**config.mk**
```make
export PLATFORM = sky130hd
export DESIGN_NAME = execute_stage_flat
export DESIGN_NICKNAME = d
export VERILOG_FILES = /design/src/rtl/execute_stage_if.sv /design/src/rtl/execute_stage.sv /design/src/flat_wrapper.sv
export SDC_FILE = /design/constraint.sdc
export NUM_CORES = 1
export LEC_CHECK = 0
export CAP_MARGIN = 0
export CELL_PAD_IN_SITES_DETAIL_PLACEMENT = 1
export CELL_PAD_IN_SITES_GLOBAL_PLACEMENT = 1
export CORE_AREA = 2 2 261 160
export CTS_BUF_LIST = sky130_fd_sc_hd__clkbuf_2
export DETAILED_ROUTE_END_ITERATION = 8
export DIE_AREA = 0 0 263 162
export GPL_TIMING_DRIVEN = 0
export PLACE_DENSITY = 0.94
export SETUP_SLACK_MARGIN = 0.4
export SYNTH_ARGS = -nofsm -noshare
export SYNTH_HDL_FRONTEND = slang
export SYNTH_SLANG_ARGS = --single-unit
```
**constraint.sdc**
```tcl
create_clock -name clock -period 13 [get_ports clock]
set_input_delay 3.25 -clock clock [delete_from_list [all_inputs] [get_ports clock]]
set_output_delay 3.25 -clock clock [all_outputs]
set_load 0.02 [all_outputs]
```
**src/rtl/execute_stage_if.sv**
```systemverilog
// ----------------------------------------------------------------------------
// execute_stage_if
// Bundles the operand/control input side and the result output side of the
// execute stage.
//
// Handshake rule (both sides): a transfer happens on a rising clock edge
// where valid and ready are both high. A producer keeps its valid high and
// its payload stable until that edge. A consumer may change ready at any time.
// Input side : inValid/inReady with aluOp, readData1/2, pcIn,
//              pcOffsetFilled, branchFlag, uncondBranchFlag.
// Output side: outValid/outReady with aluResult, zeroFlag, branchTarget,
//              takeBranch.
//
// Modports:
//   slave  - the execute stage itself.
//   master - the surroundings, which drive operands and consume results.
// ----------------------------------------------------------------------------
interface execute_stage_if #(
  parameter int WIDTH = 32
);
  logic             inValid;
  logic             inReady;
  logic [3:0]       aluOp;
  logic [WIDTH-1:0] readData1;
  logic [WIDTH-1:0] readData2;
  logic [WIDTH-1:0] pcIn;
  logic [WIDTH-1:0] pcOffsetFilled;
  logic             branchFlag;
  logic             uncondBranchFlag;
  logic [WIDTH-1:0] aluResult;
  logic             zeroFlag;
  logic [WIDTH-1:0] branchTarget;
  logic             takeBranch;
  logic             outValid;
  logic             outReady;

  modport slave (
    input  inValid, aluOp, readData1, readData2, pcIn, pcOffsetFilled,
           branchFlag, uncondBranchFlag, outReady,
    output inReady, aluResult, zeroFlag, branchTarget, takeBranch, outValid
  );

  modport master (
    output inValid, aluOp, readData1, readData2, pcIn, pcOffsetFilled,
           branchFlag, uncondBranchFlag, outReady,
    input  inReady, aluResult, zeroFlag, branchTarget, takeBranch, outValid
  );
endinterface

```
**src/rtl/execute_stage.sv**
```systemverilog
// ----------------------------------------------------------------------------
// execute_stage
// Execute stage of the multi-cycle LEGv8 datapath. It computes the ALU result,
// the zero flag and the branch decision and target. Single-cycle operations
// finish on the accept edge. MUL runs as an iterative shift-add: 32
// iterations, then one commit edge.
//
// Ports:
//   clock       - all state updates on the rising edge
//   reset       - asynchronous, active-high
//   bus         - execute_stage_if.slave (operand input and result output
//                 handshakes)
//   state_dbg_o - current FSM state (IDLE=0, MUL=1, DONE=2)
// ----------------------------------------------------------------------------
module execute_stage #(
  parameter int WIDTH      = 32,
  parameter int MUL_CYCLES = 32
) (
  input  logic            clock,
  input  logic            reset,
  execute_stage_if.slave  bus,
  output logic [1:0]      state_dbg_o
);
  localparam int SHW = $clog2(WIDTH);
  localparam int CW  = $clog2(MUL_CYCLES) + 1;

  localparam logic [1:0] ST_IDLE = 2'd0;
  localparam logic [1:0] ST_MUL  = 2'd1;
  localparam logic [1:0] ST_DONE = 2'd2;

  localparam logic [3:0] OP_AND   = 4'b0000;
  localparam logic [3:0] OP_ORR   = 4'b0001;
  localparam logic [3:0] OP_ADD   = 4'b0010;
  localparam logic [3:0] OP_SUB   = 4'b0110;
  localparam logic [3:0] OP_PASSB = 4'b0111;
  localparam logic [3:0] OP_NOR   = 4'b1100;
  localparam logic [3:0] OP_LSL   = 4'b1000;
  localparam logic [3:0] OP_LSR   = 4'b1001;
  localparam logic [3:0] OP_MUL   = 4'b1010;

  logic [1:0]       state_q, state_d;
  logic [WIDTH-1:0] result_q, result_d;
  logic             zero_q, zero_d;
  logic [WIDTH-1:0] target_q, target_d;
  logic             take_q, take_d;
  logic [WIDTH-1:0] acc_q, acc_d;
  logic [WIDTH-1:0] mcand_q, mcand_d;
  logic [WIDTH-1:0] mplier_q, mplier_d;
  logic [CW-1:0]    count_q, count_d;
  // Branch info for a MUL in flight. It is held here so that the visible
  // outputs change only at the commit edge.
  logic [WIDTH-1:0] pend_target_q, pend_target_d;
  logic             pend_br_q, pend_br_d;
  logic             pend_ub_q, pend_ub_d;

  logic             in_ready;
  logic             accept;
  logic [WIDTH-1:0] alu_res;
  logic [WIDTH-1:0] new_target;
  logic             mul_done;
  logic [WIDTH-1:0] acc_step;

  // DONE accepts a new op only in the cycle its own result is consumed.
  assign in_ready   = (state_q == ST_IDLE) || ((state_q == ST_DONE) && bus.outReady);
  assign accept     = bus.inValid && in_ready;
  assign new_target = bus.pcIn + {bus.pcOffsetFilled[WIDTH-3:0], 2'b00};
  // The counter reaches MUL_CYCLES after the last iteration. The following
  // edge commits the accumulator, so the latency is fixed.
  assign mul_done   = (count_q == CW'(MUL_CYCLES));
  assign acc_step   = mplier_q[0] ? (acc_q + mcand_q) : acc_q;

  always_comb begin
    alu_res = '0;
    case (bus.aluOp)
      OP_AND:   alu_res = bus.readData1 & bus.readData2;
      OP_ORR:   alu_res = bus.readData1 | bus.readData2;
      OP_ADD:   alu_res = bus.readData1 + bus.readData2;
      OP_SUB:   alu_res = bus.readData1 - bus.readData2;
      OP_PASSB: alu_res = bus.readData2;
      OP_NOR:   alu_res = ~(bus.readData1 | bus.readData2);
      OP_LSL:   alu_res = bus.readData1 << bus.readData2[SHW-1:0];
      OP_LSR:   alu_res = bus.readData1 >> bus.readData2[SHW-1:0];
      default:  alu_res = '0;
    endcase
  end

  always_comb begin
    state_d       = state_q;
    result_d      = result_q;
    zero_d        = zero_q;
    target_d      = target_q;
    take_d        = take_q;
    acc_d         = acc_q;
    mcand_d       = mcand_q;
    mplier_d      = mplier_q;
    count_d       = count_q;
    pend_target_d = pend_target_q;
    pend_br_d     = pend_br_q;
    pend_ub_d     = pend_ub_q;

    if (accept) begin
      if (bus.aluOp == OP_MUL) begin
        state_d       = ST_MUL;
        acc_d         = '0;
        mcand_d       = bus.readData1;
        mplier_d      = bus.readData2;
        count_d       = '0;
        pend_target_d = new_target;
        pend_br_d     = bus.branchFlag;
        pend_ub_d     = bus.uncondBranchFlag;
      end else begin
        state_d  = ST_DONE;
        result_d = alu_res;
        zero_d   = (alu_res == '0);
        target_d = new_target;
        take_d   = bus.uncondBranchFlag || (bus.branchFlag && (alu_res == '0));
      end
    end else begin
      case (state_q)
        ST_IDLE: ;
        ST_MUL: begin
          if (mul_done) begin
            state_d  = ST_DONE;
            result_d = acc_q;
            zero_d   = (acc_q == '0);
            target_d = pend_target_q;
            take_d   = pend_ub_q || (pend_br_q && (acc_q == '0));
          end else begin
            acc_d    = acc_step;
            mcand_d  = mcand_q << 1;
            mplier_d = mplier_q >> 1;
            count_d  = count_q + CW'(1);
          end
        end
        ST_DONE: if (bus.outReady) state_d = ST_IDLE;
        default: state_d = ST_IDLE;
      endcase
    end
  end

  always_ff @(posedge clock or posedge reset) begin
    if (reset) begin
      state_q       <= ST_IDLE;
      result_q      <= '0;
      zero_q        <= 1'b0;
      target_q      <= '0;
      take_q        <= 1'b0;
      acc_q         <= '0;
      mcand_q       <= '0;
      mplier_q      <= '0;
      count_q       <= '0;
      pend_target_q <= '0;
      pend_br_q     <= 1'b0;
      pend_ub_q     <= 1'b0;
    end else begin
      state_q       <= state_d;
      result_q      <= result_d;
      zero_q        <= zero_d;
      target_q      <= target_d;
      take_q        <= take_d;
      acc_q         <= acc_d;
      mcand_q       <= mcand_d;
      mplier_q      <= mplier_d;
      count_q       <= count_d;
      pend_target_q <= pend_target_d;
      pend_br_q     <= pend_br_d;
      pend_ub_q     <= pend_ub_d;
    end
  end

  assign bus.inReady      = in_ready;
  assign bus.outValid     = (state_q == ST_DONE);
  assign bus.aluResult    = result_q;
  assign bus.zeroFlag     = zero_q;
  assign bus.branchTarget = target_q;
  assign bus.takeBranch   = take_q;
  assign state_dbg_o      = state_q;
endmodule
```
**src/flat_wrapper.sv**
```systemverilog
// flat-port wrapper written by rule: the top's interface ports become plain ports
module execute_stage_flat 
#(
  parameter int WIDTH      = 32,
  parameter int MUL_CYCLES = 32
)
  (clock, reset, state_dbg_o, bus_inValid, bus_aluOp, bus_readData1, bus_readData2, bus_pcIn, bus_pcOffsetFilled, bus_branchFlag, bus_uncondBranchFlag, bus_outReady, bus_inReady, bus_aluResult, bus_zeroFlag, bus_branchTarget, bus_takeBranch, bus_outValid);
  execute_stage_if #(.WIDTH(WIDTH)) bus_i ();
  input  logic clock;
  input  logic reset;
  output logic [1:0] state_dbg_o;
  input wire logic [$bits(bus_i.inValid)-1:0] bus_inValid;
  input wire logic [$bits(bus_i.aluOp)-1:0] bus_aluOp;
  input wire logic [$bits(bus_i.readData1)-1:0] bus_readData1;
  input wire logic [$bits(bus_i.readData2)-1:0] bus_readData2;
  input wire logic [$bits(bus_i.pcIn)-1:0] bus_pcIn;
  input wire logic [$bits(bus_i.pcOffsetFilled)-1:0] bus_pcOffsetFilled;
  input wire logic [$bits(bus_i.branchFlag)-1:0] bus_branchFlag;
  input wire logic [$bits(bus_i.uncondBranchFlag)-1:0] bus_uncondBranchFlag;
  input wire logic [$bits(bus_i.outReady)-1:0] bus_outReady;
  output wire logic [$bits(bus_i.inReady)-1:0] bus_inReady;
  output wire logic [$bits(bus_i.aluResult)-1:0] bus_aluResult;
  output wire logic [$bits(bus_i.zeroFlag)-1:0] bus_zeroFlag;
  output wire logic [$bits(bus_i.branchTarget)-1:0] bus_branchTarget;
  output wire logic [$bits(bus_i.takeBranch)-1:0] bus_takeBranch;
  output wire logic [$bits(bus_i.outValid)-1:0] bus_outValid;
  assign bus_i.inValid = bus_inValid;
  assign bus_i.aluOp = bus_aluOp;
  assign bus_i.readData1 = bus_readData1;
  assign bus_i.readData2 = bus_readData2;
  assign bus_i.pcIn = bus_pcIn;
  assign bus_i.pcOffsetFilled = bus_pcOffsetFilled;
  assign bus_i.branchFlag = bus_branchFlag;
  assign bus_i.uncondBranchFlag = bus_uncondBranchFlag;
  assign bus_i.outReady = bus_outReady;
  assign bus_inReady = bus_i.inReady;
  assign bus_aluResult = bus_i.aluResult;
  assign bus_zeroFlag = bus_i.zeroFlag;
  assign bus_branchTarget = bus_i.branchTarget;
  assign bus_takeBranch = bus_i.takeBranch;
  assign bus_outValid = bus_i.outValid;
  execute_stage #(.WIDTH(WIDTH), .MUL_CYCLES(MUL_CYCLES)) u_core (.clock(clock), .reset(reset), .bus(bus_i), .state_dbg_o(state_dbg_o));
endmodule
```
==> flow_summary_export.csv, run 1 <==
group,metric,value,unit
synth,ys.flop_type,"dfrtp_1",
routing,vias,23100,
floorplanning,rows,57,
pwr,power_leakage,0.00928,uW
clock_network,cts_buffers,52,
synth,syn_avg_cell_area,7.88,um2
critical_path,crit_type,"in2reg",
finish,utilization,55.1,%
synth,yosys_warnings,0,
critical_path,crit_required,13900,ps
grt,grt_overflow,0,
synth,ys_ff_latch,204,
sta,worst_slack,1770,ps
sta,setup-tns-final,0,ps
floorplanning,dieArea,42600,um2
grt,grt_start_max_net_pins,117,
finish,fillerInstances,4996,
floorplanning,die_h,162,um
finish,final_nets,2900,
sta,worst_pin_slew,1700,ps
sta,fin_crit_sh,86.4,%
synth,syn_nets,2658,
clock_network,h-tree-depth,2,
synth,ys_types,98,
critical_path,cp_max_fo,10,
critical_path,end_kind,"register",
synth,synth-edff-count,0,
place,gp_congestion,1.14,
floorplanning,die_x,263,um
grt,grt_antenna_before_repair,8,
routing,ant_nets,0,
synth,synth_common_cells,"422 x nand2_1, 208 x nor2_1, 204 x dfrtp_1, 164 x clkbuf_1, 152 x a21oi_1",
finish,regArea,5100,um2
synth,seq_area_frac_synth,26.8,%
clock_network,clockBufferDepth,3,
clock_network,cts_tree,"done",
floorplanning,io_pins,208,
pwr,total_power,4340,uW
sta,slew_headroom,-13.3,%
grt,grt_use_total,49.7,%
run_status,status,"finished, violations left",
finish,drive_gt1_share,7.34,%
critical_path,path_cells,"clkdlybuf4s50_1, inv_1, nor3_1, buf_4, buf_6, nand2_1, clkbuf_1, nand2_1, o21ai_0, fa_1, nand2b_1, a211oi_1, o41ai_2, o21ai_1, mux2i_1, nand3_1, nor4_1, nand3_4, nor4_1, nand3_1, o31ai_1",
place,dp_slack,1430,ps
pwr,irDropWorstVdd,0.000176,V
sta,skew,104,ps
sta,finalHoldViolations,0,
clock_network,clk_latency,1010,ps
run,drv_cap,1,
place,port_buffers,187,
worst_hold_path,holdCritPathClass,"reg2reg",
critical_path,cp-start-kind,"input port",
routing,drt_iter0_markers,3521,
synth,netlist.top_cell.by_area,"dfrtp_1",
clock_network,cts_sinks,204,
clock_network,cts_resized,0,
clock_network,cts_setup_buffers,0,
routing,drt-vias-per-instance,7.15,
clock_network,holdBufCountCts,0,
finish,area_growth,15.9,%
critical_path,path_delay_family,"simple AND/OR/NAND/NOR gates",
pwr,power.density,197,nW/um2
grt,grt_pass1_wl,156000,um
sta,fmax,0.0891,GHz
synth,synth_top_area_share,26.8,%
routing,drc,0,
critical_path,slowest_stage,"nor3_1",
sta,setup_viol,0,
place,dpl.hpwl,85200,um
sta,maxSlewViolCount,17,
floorplanning,core,40100,um2
sta,rsz0062_at_grt,"false",
synth,synth_area_leaders,"dfrtp_1 27%, nand2_1 8.3%, ha_1 6.4%",
synth,synthArstFlopShare,100,%
sta,min_period,11230,ps
critical_path,cp.buffers_inverters,5,
routing,wirelength,109000,um
critical_path,worstPathArrival,12120,ps
critical_path,critical-path-max-stage-delay,1320,ps
routing,wl_per_cell,33.7,um
clock_network,root_buffer,"clkbuf_2",
grt,grt_pass1_vias,23000,
finish,multi_input_area,13000,um2
synth,synth_cells,2420,
clock_network,clk_pin_slew,120,ps
floorplanning,initial_core_util,47.6,%
run_status,violations,"capacitance limit, slew limit",
routing,dr.pass1.iters,7,
synth,synth.most_common_cell,"nand2_1",
synth,netlist_area,19100,um2
[cell usage in the layout, fill, tap and decap left out, types with 26 or more instances in the layout]
cell type	instances
clkbuf_2	74
dfrtp_1	204
nand2_1	422
nor2_1	208
nand3_1	37
inv_1	31
a21o_1	48
ha_1	97
nor3_1	55
xnor2_1	64
o211ai_1	32
xor2_1	38
clkbuf_1	164
maj3_1	26
mux2i_1	72
mux2_2	29
a22o_1	39
o21ai_0	129
a31oi_1	99
a21oi_1	152
clkdlybuf4s50_1	187
[final timing paths]
check / startpoint / slack (ps) / cells past startpoint / endpoint
setup / recovery: bus_aluOp[1] / 1770 / 21 / u_core.bus.zeroFlag
hold / removal: u_core.mcand_q[14] / 490 / 2 / u_core.mcand_q[15]
setup reg to reg: u_core.state_dbg_o[0] / 7080 / 10 / u_core.mcand_q[30]
hold reg to reg: u_core.mcand_q[14] / 490 / 2 / u_core.mcand_q[15]
max in group asynchronous: reset / 9120 / 3 / u_core.pend_target_q[26]
min in group asynchronous: reset / 2720 / 2 / u_core.bus.aluResult[28]
[report_power, final]
group | switching (uW) | leakage, uW | total, uW | internal [uW]
registers | 269 | 0.00249 | 1190 | 925
logic | 1720 | 0.00646 | 2670 | 955
clock network | 323 | 0.000333 | 475 | 152
[worst reg2reg max path: stages, from the launching register on]
cell      delay [ps]
dfrtp_1          450
a21oi_1          290
and2_1           210
clkbuf_1         550
nand4b_1         690
o21ai_0          490
o21ai_1          580
inv_1            310
buf_1            990
clkbuf_1         960
a31oi_1          190
[sequential cells by signal, summed over array words and instances, names as in the netlist, 2 cells and up]
name	flops
u_core.acc_q	32
u_core.bus.aluResult	32
u_core.bus.branchTarget	32
u_core.count_q	6
u_core.mcand_q	32
u_core.mplier_q	32
u_core.pend_target_q	32
u_core.state_dbg_o	2
[per-stage QoR]
stage          cell area (um2)  cells  hold WS [ps]
2_1_floorplan            19100   2420           439
3_3_place_gp             21600   3138           451
3_5_place_dp             21600   3139           474
4_1_cts                  22100   3230           487
5_1_grt                  22100   3233           516
6_report                 22100   3233           491
[cell type report]
type | count | area share [%]
multi-input combinational | 1980 | 58.8
sequential | 204 | 23.1
timing repair buffer | 188 | 8.60
buffer | 202 | 3.82
tap | 531 | 3.01
clock buffer | 73 | 1.65
inverter | 34 | 0.612
clock inverter | 18 | 0.351
antenna | 3 | 0.0340
[cells by family after synthesis]
kind of cell | Yosys count | synth area share [%]
compound gates | 709 | 24.8
xor+xnor | 102 | 4.69
fa+ha+maj | 126 | 8.05
buf+inv | 236 | 5.09
flops | 204 | 26.8
mux | 137 | 9.14
simple gates | 906 | 21.4
[metal layers]
metal,part of all wire (%),vias to the layer above,wire [um],global-route usage (%)
li1,-,9353,-,-
met4,3.1,2,3350,14.8
met2,39,1794,42900,68.2
met1,42,11700,45300,68.5
met3,16,303,17500,23.9
met5,0.012,-,13,0
Power figures use the tool's default switching activity.
==> run 2: changes to the inputs <==
--- a/config.mk
+++ b/config.mk
@@ -14,7 +14,6 @@
 export DIE_AREA = 0 0 263 162
 export GPL_TIMING_DRIVEN = 0
 export PLACE_DENSITY = 0.94
-export SETUP_SLACK_MARGIN = 0.4
 export SYNTH_ARGS = -nofsm -noshare
 export SYNTH_HDL_FRONTEND = slang
 export SYNTH_SLANG_ARGS = --single-unit
==> results of run 2 <==
The final DEF is identical to that of run 1; final timing and power are the same.
